<file path="src/rtl/tri_geom_pkg.sv">
// Shared types and width helpers for the triangle incenter engine.
package tri_geom_pkg;

    typedef enum logic [2:0] {
        S_IDLE,
        S_DIFF,
        S_SQRT_A,
        S_SQRT_B,
        S_SQRT_C,
        S_DIV_X,
        S_DIV_Y,
        S_DONE
    } state_t;

    function automatic int unsigned SQ_W(input int unsigned w);
        return 2 * w + 3;
    endfunction

    function automatic int unsigned LEN_W(input int unsigned w);
        return w + 2;
    endfunction

    function automatic int unsigned NUM_W(input int unsigned w);
        return 2 * w + 4;
    endfunction

    function automatic int unsigned DEN_W(input int unsigned w);
        return w + 4;
    endfunction

    function automatic int unsigned LAT(input int unsigned w);
        return 2 + 3 * (w + 2) + 2 * (2 * w + 4);
    endfunction

endpackage

</file>
<file path="src/rtl/tri_incenter_seq_if.sv">
// Point-in / geometry-out handshake bundle for tri_incenter_seq.
interface tri_incenter_seq_if #(
    parameter int unsigned W = 8
);
    import tri_geom_pkg::*;

    logic                       in_valid;
    logic                       in_ready;
    logic signed [W-1:0]        x1, y1, x2, y2, x3, y3;
    logic                       out_valid;
    logic                       out_ready;
    logic [LEN_W(W)-1:0]        len_a, len_b, len_c;
    logic signed [SQ_W(W)-1:0]  det2;
    logic signed [W-1:0]        inc_x, inc_y;
    logic                       degen;

    modport master (
        output in_valid, x1, y1, x2, y2, x3, y3, out_ready,
        input  in_ready, out_valid, len_a, len_b, len_c, det2, inc_x, inc_y, degen
    );

    modport slave (
        input  in_valid, x1, y1, x2, y2, x3, y3, out_ready,
        output in_ready, out_valid, len_a, len_b, len_c, det2, inc_x, inc_y, degen
    );
endinterface

</file>
<file path="src/rtl/isqrt_seq.sv">
// Iterative floor square root: one root bit per cycle, first bit resolved on the start edge.
module isqrt_seq #(
    parameter int unsigned RW = 20
) (
    input  logic            clk,
    input  logic            rst_n,
    input  logic            start,
    input  logic [RW-1:0]   radicand,
    output logic            busy,
    output logic            done,
    output logic [RW/2-1:0] root
);
    localparam int unsigned HW = RW / 2;
    localparam int unsigned MW = HW + 1;
    localparam int unsigned TW = HW + 3;
    localparam int unsigned CW = $clog2(HW + 1);

    logic [MW-1:0] rem_r, src_rem, rem_n;
    logic [TW-1:0] rem_t, trial;
    logic [RW-1:0] rad_r, src_rad;
    logic [HW-1:0] src_root, root_n;
    logic [CW-1:0] left_r, left_n;
    logic          load, step;

    // Remainder stays below 2*root+1, so HW+1 bits hold it between steps.
    always_comb begin
        load     = start && !busy;
        step     = load || busy;
        src_rem  = load ? '0 : rem_r;
        src_rad  = load ? radicand : rad_r;
        src_root = load ? '0 : root;
        left_n   = load ? CW'(HW - 1) : left_r - CW'(1);
        rem_t    = {src_rem, src_rad[RW-1 -: 2]};
        trial    = TW'({src_root, 2'b01});
        if (rem_t >= trial) begin
            rem_n  = MW'(rem_t - trial);
            root_n = {src_root[HW-2:0], 1'b1};
        end else begin
            rem_n  = MW'(rem_t);
            root_n = {src_root[HW-2:0], 1'b0};
        end
    end

    always_ff @(posedge clk or negedge rst_n) begin
        if (!rst_n) begin
            rem_r  <= '0;
            rad_r  <= '0;
            root   <= '0;
            left_r <= '0;
            busy   <= 1'b0;
            done   <= 1'b0;
        end else begin
            if (step) begin
                rem_r  <= rem_n;
                rad_r  <= {src_rad[RW-3:0], 2'b00};
                root   <= root_n;
                left_r <= left_n;
            end
            busy <= step && (left_n != '0);
            done <= step && (left_n == '0);
        end
    end
endmodule

</file>
<file path="src/rtl/tri_incenter_seq.sv">
// Sequential triangle engine: side lengths, doubled signed area and incenter
// using one shared square-root unit and one inline restoring divider.
module tri_incenter_seq import tri_geom_pkg::*; #(
    parameter int unsigned W = 8
) (
    input  logic              clk,
    input  logic              rst_n,
    tri_incenter_seq_if.slave bus
);
    localparam int unsigned VW = W + 1;
    localparam int unsigned SW = SQ_W(W);
    localparam int unsigned LW = LEN_W(W);
    localparam int unsigned NW = NUM_W(W);
    localparam int unsigned DW = DEN_W(W);
    localparam int unsigned RW = 2 * W + 4;
    localparam int unsigned CW = $clog2(NW + 1);

    state_t                state, state_n;
    logic [CW-1:0]         cnt, cnt_n;

    logic signed [W-1:0]   xa, ya, xb, yb, xc, yc;
    logic [SW-1:0]         sq_a, sq_b, sq_c;
    logic signed [SW-1:0]  det_r;
    logic [LW-1:0]         la_r, lb_r, lc_r;
    logic [DW-1:0]         den_r;
    logic signed [NW-1:0]  nx_r, ny_r;
    logic [DW-1:0]         rem_r;
    logic [NW-1:0]         q_r;
    logic signed [W-1:0]   ix_r;

    logic [LW-1:0]         o_la, o_lb, o_lc;
    logic signed [SW-1:0]  o_det;
    logic signed [W-1:0]   o_ix, o_iy;
    logic                  o_degen;

    logic                  sq_start, sq_busy, sq_done;
    logic [RW-1:0]         sq_rad;
    logic [LW-1:0]         sq_root;

    logic signed [VW-1:0]  abx, aby, acx, acy, bcx, bcy;
    logic signed [SW-1:0]  det_c;

    logic                  div_load, div_step;
    logic signed [NW-1:0]  div_num;
    logic [DW-1:0]         src_rem, rem_n;
    logic [NW-1:0]         src_q, q_n;
    logic [DW:0]           rem_t;

    function automatic logic [SW-1:0] mag2(input logic signed [VW-1:0] dx, input logic signed [VW-1:0] dy);
        logic signed [SW-1:0] ex, ey;
        ex = SW'(dx);
        ey = SW'(dy);
        return $unsigned(ex * ex + ey * ey);
    endfunction

    function automatic logic signed [NW-1:0] wsum(input logic [LW-1:0] a, input logic [LW-1:0] b,
                                                  input logic [LW-1:0] c, input logic signed [W-1:0] p,
                                                  input logic signed [W-1:0] q, input logic signed [W-1:0] r);
        return $signed(NW'(a)) * NW'(p) + $signed(NW'(b)) * NW'(q) + $signed(NW'(c)) * NW'(r);
    endfunction

    // Sign-restore the magnitude quotient; a zero perimeter forces the origin.
    function automatic logic signed [W-1:0] quot_fix(input logic [NW-1:0] q, input logic neg, input logic zero);
        logic [NW-1:0] v;
        v = neg ? NW'(0) - q : q;
        return zero ? '0 : $signed(W'(v));
    endfunction

    isqrt_seq #(.RW(RW)) u_isqrt (
        .clk      (clk),
        .rst_n    (rst_n),
        .start    (sq_start),
        .radicand (sq_rad),
        .busy     (sq_busy),
        .done     (sq_done),
        .root     (sq_root)
    );

    always_comb begin
        abx   = VW'(xb) - VW'(xa);
        aby   = VW'(yb) - VW'(ya);
        acx   = VW'(xc) - VW'(xa);
        acy   = VW'(yc) - VW'(ya);
        bcx   = VW'(xc) - VW'(xb);
        bcy   = VW'(yc) - VW'(yb);
        det_c = SW'(abx) * SW'(acy) - SW'(aby) * SW'(acx);
    end

    always_ff @(posedge clk or negedge rst_n) begin
        if (!rst_n) begin
            state <= S_IDLE;
            cnt   <= '0;
        end else begin
            state <= state_n;
            cnt   <= cnt_n;
        end
    end

    always_comb begin
        state_n  = state;
        cnt_n    = cnt;
        sq_start = 1'b0;
        sq_rad   = '0;
        case (state)
            S_IDLE: begin
                cnt_n = '0;
                if (bus.in_valid) state_n = S_DIFF;
            end
            S_DIFF: begin
                cnt_n   = '0;
                state_n = S_SQRT_A;
            end
            S_SQRT_A, S_SQRT_B, S_SQRT_C: begin
                sq_start = (cnt == '0) && !sq_busy;
                sq_rad   = (state == S_SQRT_A) ? RW'(sq_a) : (state == S_SQRT_B) ? RW'(sq_b) : RW'(sq_c);
                cnt_n    = cnt + CW'(1);
                if (cnt == CW'(LW - 1)) begin
                    cnt_n   = '0;
                    state_n = (state == S_SQRT_A) ? S_SQRT_B : (state == S_SQRT_B) ? S_SQRT_C : S_DIV_X;
                end
            end
            S_DIV_X: begin
                cnt_n = cnt + CW'(1);
                if (cnt == CW'(NW)) begin
                    cnt_n   = '0;
                    state_n = S_DIV_Y;
                end
            end
            S_DIV_Y: begin
                cnt_n = cnt + CW'(1);
                if (cnt == CW'(NW - 1)) begin
                    cnt_n   = '0;
                    state_n = S_DONE;
                end
            end
            S_DONE: begin
                if (bus.out_ready) state_n = S_IDLE;
            end
            default: state_n = S_IDLE;
        endcase
    end

    // Restoring divider step; the load cycle folds in the first quotient bit.
    always_comb begin
        div_num  = (state == S_DIV_Y) ? ny_r : nx_r;
        div_load = (state == S_DIV_X && cnt == CW'(1)) || (state == S_DIV_Y && cnt == '0);
        div_step = (state == S_DIV_X && cnt != '0) || (state == S_DIV_Y);
        src_rem  = div_load ? '0 : rem_r;
        src_q    = div_load ? (div_num[NW-1] ? $unsigned(-div_num) : $unsigned(div_num)) : q_r;
        rem_t    = {src_rem, src_q[NW-1]};
        if (rem_t >= {1'b0, den_r}) begin
            rem_n = DW'(rem_t - {1'b0, den_r});
            q_n   = {src_q[NW-2:0], 1'b1};
        end else begin
            rem_n = DW'(rem_t);
            q_n   = {src_q[NW-2:0], 1'b0};
        end
    end

    always_ff @(posedge clk or negedge rst_n) begin
        if (!rst_n) begin
            xa <= '0; ya <= '0; xb <= '0; yb <= '0; xc <= '0; yc <= '0;
            sq_a <= '0; sq_b <= '0; sq_c <= '0; det_r <= '0;
            la_r <= '0; lb_r <= '0; lc_r <= '0;
            den_r <= '0; nx_r <= '0; ny_r <= '0;
            rem_r <= '0; q_r <= '0; ix_r <= '0;
            o_la <= '0; o_lb <= '0; o_lc <= '0; o_det <= '0;
            o_ix <= '0; o_iy <= '0; o_degen <= 1'b0;
        end else begin
            if (state == S_IDLE && bus.in_valid) begin
                xa <= bus.x1; ya <= bus.y1;
                xb <= bus.x2; yb <= bus.y2;
                xc <= bus.x3; yc <= bus.y3;
            end
            if (state == S_DIFF) begin
                sq_a  <= mag2(bcx, bcy);
                sq_b  <= mag2(acx, acy);
                sq_c  <= mag2(abx, aby);
                det_r <= det_c;
            end
            if (sq_done && state == S_SQRT_B) la_r <= sq_root;
            if (sq_done && state == S_SQRT_C) lb_r <= sq_root;
            if (state == S_DIV_X && cnt == '0) begin
                lc_r  <= sq_root;
                den_r <= DW'(la_r) + DW'(lb_r) + DW'(sq_root);
                nx_r  <= wsum(la_r, lb_r, sq_root, xa, xb, xc);
                ny_r  <= wsum(la_r, lb_r, sq_root, ya, yb, yc);
            end
            if (div_step) begin
                rem_r <= rem_n;
                q_r   <= q_n;
            end
            if (state == S_DIV_X && cnt == CW'(NW)) ix_r <= quot_fix(q_n, nx_r[NW-1], den_r == '0);
            if (state == S_DIV_Y && cnt == CW'(NW - 1)) begin
                o_la    <= la_r;
                o_lb    <= lb_r;
                o_lc    <= lc_r;
                o_det   <= det_r;
                o_ix    <= ix_r;
                o_iy    <= quot_fix(q_n, ny_r[NW-1], den_r == '0);
                o_degen <= (det_r == '0);
            end
        end
    end

    assign bus.in_ready  = (state == S_IDLE);
    assign bus.out_valid = (state == S_DONE);
    assign bus.len_a     = o_la;
    assign bus.len_b     = o_lb;
    assign bus.len_c     = o_lc;
    assign bus.det2      = o_det;
    assign bus.inc_x     = o_ix;
    assign bus.inc_y     = o_iy;
    assign bus.degen     = o_degen;
endmodule

</file>
<file path="src/flat_wrapper.sv">
// flat-port wrapper written by rule: the top's interface ports become plain ports
module tri_incenter_seq_flat import tri_geom_pkg::*;
#(
    parameter int unsigned W = 8
)
  (clk, rst_n, bus_in_valid, bus_x1, bus_y1, bus_x2, bus_y2, bus_x3, bus_y3, bus_out_ready, bus_in_ready, bus_out_valid, bus_len_a, bus_len_b, bus_len_c, bus_det2, bus_inc_x, bus_inc_y, bus_degen);
  tri_incenter_seq_if #(.W(W)) bus_i ();
  input  logic clk;
  input  logic rst_n;
  input wire logic [$bits(bus_i.in_valid)-1:0] bus_in_valid;
  input wire logic [$bits(bus_i.x1)-1:0] bus_x1;
  input wire logic [$bits(bus_i.y1)-1:0] bus_y1;
  input wire logic [$bits(bus_i.x2)-1:0] bus_x2;
  input wire logic [$bits(bus_i.y2)-1:0] bus_y2;
  input wire logic [$bits(bus_i.x3)-1:0] bus_x3;
  input wire logic [$bits(bus_i.y3)-1:0] bus_y3;
  input wire logic [$bits(bus_i.out_ready)-1:0] bus_out_ready;
  output wire logic [$bits(bus_i.in_ready)-1:0] bus_in_ready;
  output wire logic [$bits(bus_i.out_valid)-1:0] bus_out_valid;
  output wire logic [$bits(bus_i.len_a)-1:0] bus_len_a;
  output wire logic [$bits(bus_i.len_b)-1:0] bus_len_b;
  output wire logic [$bits(bus_i.len_c)-1:0] bus_len_c;
  output wire logic [$bits(bus_i.det2)-1:0] bus_det2;
  output wire logic [$bits(bus_i.inc_x)-1:0] bus_inc_x;
  output wire logic [$bits(bus_i.inc_y)-1:0] bus_inc_y;
  output wire logic [$bits(bus_i.degen)-1:0] bus_degen;
  assign bus_i.in_valid = bus_in_valid;
  assign bus_i.x1 = bus_x1;
  assign bus_i.y1 = bus_y1;
  assign bus_i.x2 = bus_x2;
  assign bus_i.y2 = bus_y2;
  assign bus_i.x3 = bus_x3;
  assign bus_i.y3 = bus_y3;
  assign bus_i.out_ready = bus_out_ready;
  assign bus_in_ready = bus_i.in_ready;
  assign bus_out_valid = bus_i.out_valid;
  assign bus_len_a = bus_i.len_a;
  assign bus_len_b = bus_i.len_b;
  assign bus_len_c = bus_i.len_c;
  assign bus_det2 = bus_i.det2;
  assign bus_inc_x = bus_i.inc_x;
  assign bus_inc_y = bus_i.inc_y;
  assign bus_degen = bus_i.degen;
  tri_incenter_seq #(.W(W)) u_core (.clk(clk), .rst_n(rst_n), .bus(bus_i));
endmodule
</file>
<file path="config.mk">
export PLATFORM = sky130hd
export DESIGN_NAME = tri_incenter_seq_flat
export DESIGN_NICKNAME = d
export VERILOG_FILES = /design/src/rtl/tri_geom_pkg.sv /design/src/rtl/tri_incenter_seq_if.sv /design/src/rtl/isqrt_seq.sv /design/src/rtl/tri_incenter_seq.sv /design/src/flat_wrapper.sv
export SDC_FILE = /design/constraint.sdc
export NUM_CORES = 2
export LEC_CHECK = 0
export BUFFER_PORTS_ARGS = -buffer_cell sky130_fd_sc_hd__buf_2
export CAP_MARGIN = 15
export CORE_AREA = 2 2 376 378
export DETAILED_ROUTE_END_ITERATION = 10
export DIE_AREA = 0 0 378 380
export GPL_TIMING_DRIVEN = 0
export PLACE_DENSITY = 0.64
export SYNTH_ARGS = -nofsm -noshare
export SYNTH_HDL_FRONTEND = slang
export SYNTH_SLANG_ARGS = --single-unit
</file>
<file path="constraint.sdc">
create_clock -name clk -period 11.2 [get_ports clk]
set_input_delay 1.68 -clock clk [delete_from_list [all_inputs] [get_ports clk]]
set_output_delay 1.68 -clock clk [all_outputs]
set_load 0.01 [all_outputs]
</file>
* Yosys cells after proc, flatten, opt, wreduce, memory -nomap -nowiden
Cells that the tools add are included.
Operators by class: shift operators 0, $lt $le $gt $ge 2, div/mod/pow operators 0, add/subtract/negate cells 22, reduce and logical (&&, ||, !) cells 28, bitwise gates (word level) 0, multiply operators 14, muxes and demuxes 32, equal/unequal tests 16
Operators by type and width (count):
- multiplier 9 x 9 -> 18 bit | 8
- two-way mux 20 bit | 6
- multiplier 11 x 8 -> 19 bit | 6
- adder 20 bit | 4
- adder 19 bit | 3
- subtractor 8 x 8 -> 9 bit | 6
- two-way mux 8 bit | 4
- greater-or-equal comparator 13 x 12 -> 1 bit | 2
- two-way mux 12 bit | 2
- two-way mux 11 bit | 2
- negation 20 bit | 1
- case mux 5 bit (4 select lines) | 1
- logical NOT 19 bit | 1
- two-way mux 19 bit | 1
- subtractor 19 bit | 1
- two-way mux 3 bit | 6
- case mux 3 bit (6 select lines) | 1
- two-way mux 5 bit | 3
- logical AND 1 bit | 13
- adder 12 x 10 -> 12 bit | 1
- equality test 3 bit, second input constant | 4
- logical NOT 12 bit | 1
- subtractor 12 bit | 1
- adder 10 x 10 -> 11 bit | 1
- 24 further kinds | 35
Storage, ports and cells: memories kept 0, bits in read-only memories 0, output and inout port bits 68, RAM bits 0, bits in registers 365, latch bits 0, logic and storage cells 148, input bits 52

* Logic depth before layout (Yosys ltp)
depth in word-level cells 10, mapped depth 39, gate-level depth less buffers 38

* Cells and area by module
Synthesis repeated with hierarchy kept, for this count alone.
Unflattened totals: cell total of the unflattened synthesis 6359, area total of the unflattened synthesis 59869.9 µm²
By module, submodules not included:
- tri_incenter_seq | area each 57183.6 µm², instances 1, cells an instance 6080, sequential area each 8007.7 µm²
- isqrt_seq | area each 2686.3 µm², instances 1, cells an instance 279, sequential area each 1126.1 µm²

* Worst setup path after synthesis
Ideal clock, no wire load.
path type reg-to-reg, start point reg u_core.xc[0], end point reg u_core.sq_b[17], stages on the path, launching flop included 37, slack 3098 ps, path buffers 1, arrival time 8033 ps, data required time 11131 ps, cell sequence dfrtp_1 inv_1 ha_1 inv_1 fa_1 a21o_1 a21oi_1 o21bai_1 a21oi_1 nor2b_1 o31ai_2 inv_1 clkbuf_1 nor2_1 fa_1 inv_1 fa_1 fa_1 inv_1 fa_1 inv_1 fa_1 inv_1 ha_1 o21ai_0 a21boi_0 o21ai_0 nand2b_1 a21o_1 a41o_1 o41a_1 xnor2_1 ha_1 inv_1 or3_1 or3_1 nand3_1
On the way: word-level cells in the longest chain between the ends 3
Ends and longest elaborated chain:
- start, declared | line tri_incenter_seq.sv:21 | logic signed [W-1:0] xa, ya, xb, yb, xc, yc;
- start signal, assigned | line tri_incenter_seq.sv:173 | xc <= bus.x3; yc <= bus.y3;
- subtractor 8 x 8 -> 9 bit | line tri_incenter_seq.sv:82 | acx = VW'(xc) - VW'(xa);
- multiplier 9 x 9 -> 18 bit | line tri_incenter_seq.sv:53 | return $unsigned(ex * ex + ey * ey);
- adder 19 bit | line tri_incenter_seq.sv:53
- end signal, assigned | line tri_incenter_seq.sv:177 | sq_b <= mag2(acx, acy);
- end, declared | line tri_incenter_seq.sv:22 | logic [SW-1:0] sq_a, sq_b, sq_c;
No other way between the ends. A chain may end at the register's enable or synchronous reset.

* Worst setup path after layout
Same ends and word-level chain as after synthesis.

==> summary.md <==
| Metric | Value |
|---|---|
| Status | `finished clean` |
| Min-Delay Path Class | `reg -> reg` |
| Vias in the first global route | `50200` |
| Rel. slew slack | `17.9%` |
| Placer congestion estimate | `about 0.94` |
| Post-route cell area | `roughly 67000 um2` |
| Period minus WS final | `9.99 ns` |
| Hpwl dp | `roughly 150000 um` |
| Core area | `~140000 um2` |
| Sequential fraction of the synthesis area | `between 10 and 15%` |
| CP required | `11.75 ns` |
| Count of cell types in the netlist | `84` |
| Syn_area_per_cell | `8.80 um2` |
| CTS tree | `yes` |
| Peak supply drop | `95.3 uV` |
| Clk_skew | `0.0418 ns` |
| Clk buf depth | `3` |
| Final setup fails | `0` |
| Mapped cell area | `62400 um2` |
| Setup TNS | `0 ns` |
| Worst path slowest cell | `o31ai_2` |
| Placed instance area | `around 66000 um2` |
| Num rows | `~140` |
| Placed insts | `9088` |
| Area Overhead vs Synth | `7.35%` |
| DRT Wirelength | `~180000 um` |
| Post-route DRC | `0` |
| CP Launch Type | `flip-flop` |
| Crit path capture type | `flip-flop` |
| Share of cells above drive strength 1 | `4.99%` |
| Hold violation count in the final report | `0` |
| Num CTS Buffers | `between 40 and 50` |
| Fillers | `13500` |
| Crit Path Class | `reg -> reg` |
| R2r worst-path depth | `36` |
| Finished Layout Cells | `9170` |
| Leak | `34.6 nW` |
| Async set-or-reset flop fraction in the synthesized netlist | `100%` |
| Vias per cell | `5.28` |
| Syn_nets | `8782` |
| Actual slew at the worst max-slew pin | `1.22 ns` |
| Die Area | `approximately 140000 um2` |
| Final ANT Viol Nets | `0` |
| Port-buffer cells | `119` |
| CTS Root Cell | `clkbuf_16` |
| Post-synth EDFFs | `0` |
| Largest net degree at the start of global routing | `114` |
| Crit path DAT | `10.54 ns` |
| Initial antenna violation count | `7` |
| Num Clock Sinks | `365` |
| Cells after Synth | `just over 7000` |
| Highest Clock Rate | `around 100 MHz` |
| Clk Latency, worst-skew pair | `between 0.6 and 0.7 ns` |
| Crit-path max FO | `12` |
| Max cap viols | `0` |
| Die X | `approximately 380 um` |
| Grt ovf | `0` |
| Most used cell, CP | `inv_1` |
| Initial Util | `44.8%` |
| H-tree Lvls | `2` |
| Total GRT Usage | `25.5%` |
| First-pass GRT wire length | `284000 um` |
| Top FF cell, synth | `dfrtp_1` |
| Die Y | `380 um` |
| Crit-path max cell delay | `between 0.9 and 1 ns` |
| CTS clk-pin slew, worst paths | `approximately 0.07 ns` |
| Post-CTS sizing | `0` |
| Initial DRT Pass Iterations | `6` |
| Post-CTS setup buffers | `0` |
| Yosys reg bits | `approximately 370` |
| Max-slew violations | `0` |
| Nets | `roughly 9000` |
| Routed WL per cell | `approximately 20 um` |
| Tcrit/Tclk final | `between 80% and 90%` |
| DRT iter0 DRCs | `approximately 3200` |
| Vias | `48400` |
| IO Count | `120` |
| Unrepaired setup endpoints after global routing | `false` |
| Synth Warn # | `0` |
| Tot Pwr | `2.87 mW` |
| Worst hold path depth | `2` |
| Hold-fix buffers, CTS | `0` |
| Power per standard cell area | `about 43 nW/um2` |
==> Yosys cell counts, types with 65 or more instances <==
master	n	area (um2)
nor2_1	401	1510
a21oi_1	211	1060
and2_1	323	2020
o21ai_0	317	1590
a21o_1	97	728
nand2_1	809	3040
nand2b_1	83	519
mux2_2	98	1100
nor2b_1	68	425
xnor2_1	253	2220
fa_1	841	16800
dfrtp_1	365	9130
clkbuf_1	201	754
xor2_1	155	1360
ha_1	801	10000
nor3_1	72	360
nand3_1	65	325
inv_1	1379	5180
==> registers in the layout (all words and copies together), names as in the netlist, 10 cells and up <==
name                  cells
u_core.bus.det2          19
u_core.lc_r              10
u_core.la_r              10
u_core.sq_c              19
u_core.sq_a              19
u_core.det_r             19
u_core.ny_r              20
u_core.bus.len_b         10
u_core.lb_r              10
u_core.u_isqrt.root      10
u_core.u_isqrt.rad_r     18
u_core.sq_b              19
u_core.bus.len_c         10
u_core.q_r               20
u_core.bus.len_a         10
u_core.rem_r             12
u_core.nx_r              20
u_core.u_isqrt.rem_r     11
u_core.den_r             12
==> cells by family after synthesis <==
family / after synthesis / synth area share (%)
and+or+nand+nor: 1978 / 14.9
adders and majority gates: 1642 / 43.0
buffers and inverters: 1621 / 9.82
AOI/OAI and AO/OA: 920 / 9.23
xor gates and xnor gates: 408 / 5.73
DFF: 365 / 14.6
muxes: 154 / 2.69
==> layer usage <==
metal,GRT usage [%],vias up,share of wire [%]
li1,-,22700,-
met1,33.7,24200,43
met2,42.8,1255,47
met3,2.80,304,5.6
met4,10.0,0,4.7
met5,0,-,0
==> power breakdown <==
part / leakage [nW] / internal, mW / switching (mW)
combinational: 29.1 / 0.00988 / 0.0370
sequential: 4.81 / 1.32 / 0
clock: 0.713 / 0.879 / 0.629
total: 34.6 / 2.21 / 0.666
==> worst max-delay path, delay by kind of cell, from the launching register on <==
family	cells	cell delay, ns
AOI/OAI and AO/OA	11	2.93
xor gates and xnor gates	1	0.35
and+or+nand+nor	6	1.26
buffers and inverters	9	1.44
adders and majority gates	9	3.44
DFF	1	0.47
==> layout make-up <==
| class | count | area [um2] | share of cell area, % |
|---|---|---|---|
| repair buffers | 126 | 726 | 1.08 |
| plain buffers | 231 | 908 | 1.36 |
| clock inverters | 22 | 339 | 0.506 |
| flip-flops and latches | 365 | 9130 | 13.6 |
| inverters | 1390 | 5220 | 7.79 |
| well taps | 1876 | 2350 | 3.50 |
| diodes | 5 | 12.5 | 0.0187 |
| clock buffers | 53 | 1120 | 1.68 |
| multi-input cells | 5102 | 47200 | 70.4 |
==> per-stage QoR <==
step                      worst slack (ns)  hold WS (ns)  utilization (%)
after global routing                 0.739         0.498             48.1
after CTS                             1.20         0.469             48.1
final                                 1.21         0.469             48.1
after detailed placement              1.20         0.464             47.1
after floorplan                       3.10         0.442                -
after global placement               0.706         0.453             47.0
==> worst paths after layout <==
| path | start | to | slack (ns) |
|---|---|---|---|
| max | u_core.xc[0] | u_core.sq_b[17] | 1.21 |
| min | u_core.u_isqrt.rad_r[15] | u_core.u_isqrt.rad_r[17] | 0.47 |
| max reg2reg | u_core.xc[0] | u_core.sq_b[17] | 1.21 |
| min reg2reg | u_core.u_isqrt.rad_r[15] | u_core.u_isqrt.rad_r[17] | 0.47 |
| max in group asynchronous | rst_n | u_core.det_r[12] | 8.69 |
| min in group asynchronous | rst_n | u_core.bus.len_b[0] | 1.06 |
==> layout by cell type (no fill, tap or decap), types with 209 or more instances in the layout <==
cell type	instances
a21oi_1	211
nor2_1	401
dfrtp_1	365
and2_1	323
o21ai_0	317
xnor2_1	251
ha_1	801
clkbuf_1	209
inv_1	1379
fa_1	841
nand2_1	809
No activity file was read; power rests on OpenSTA's default activity.
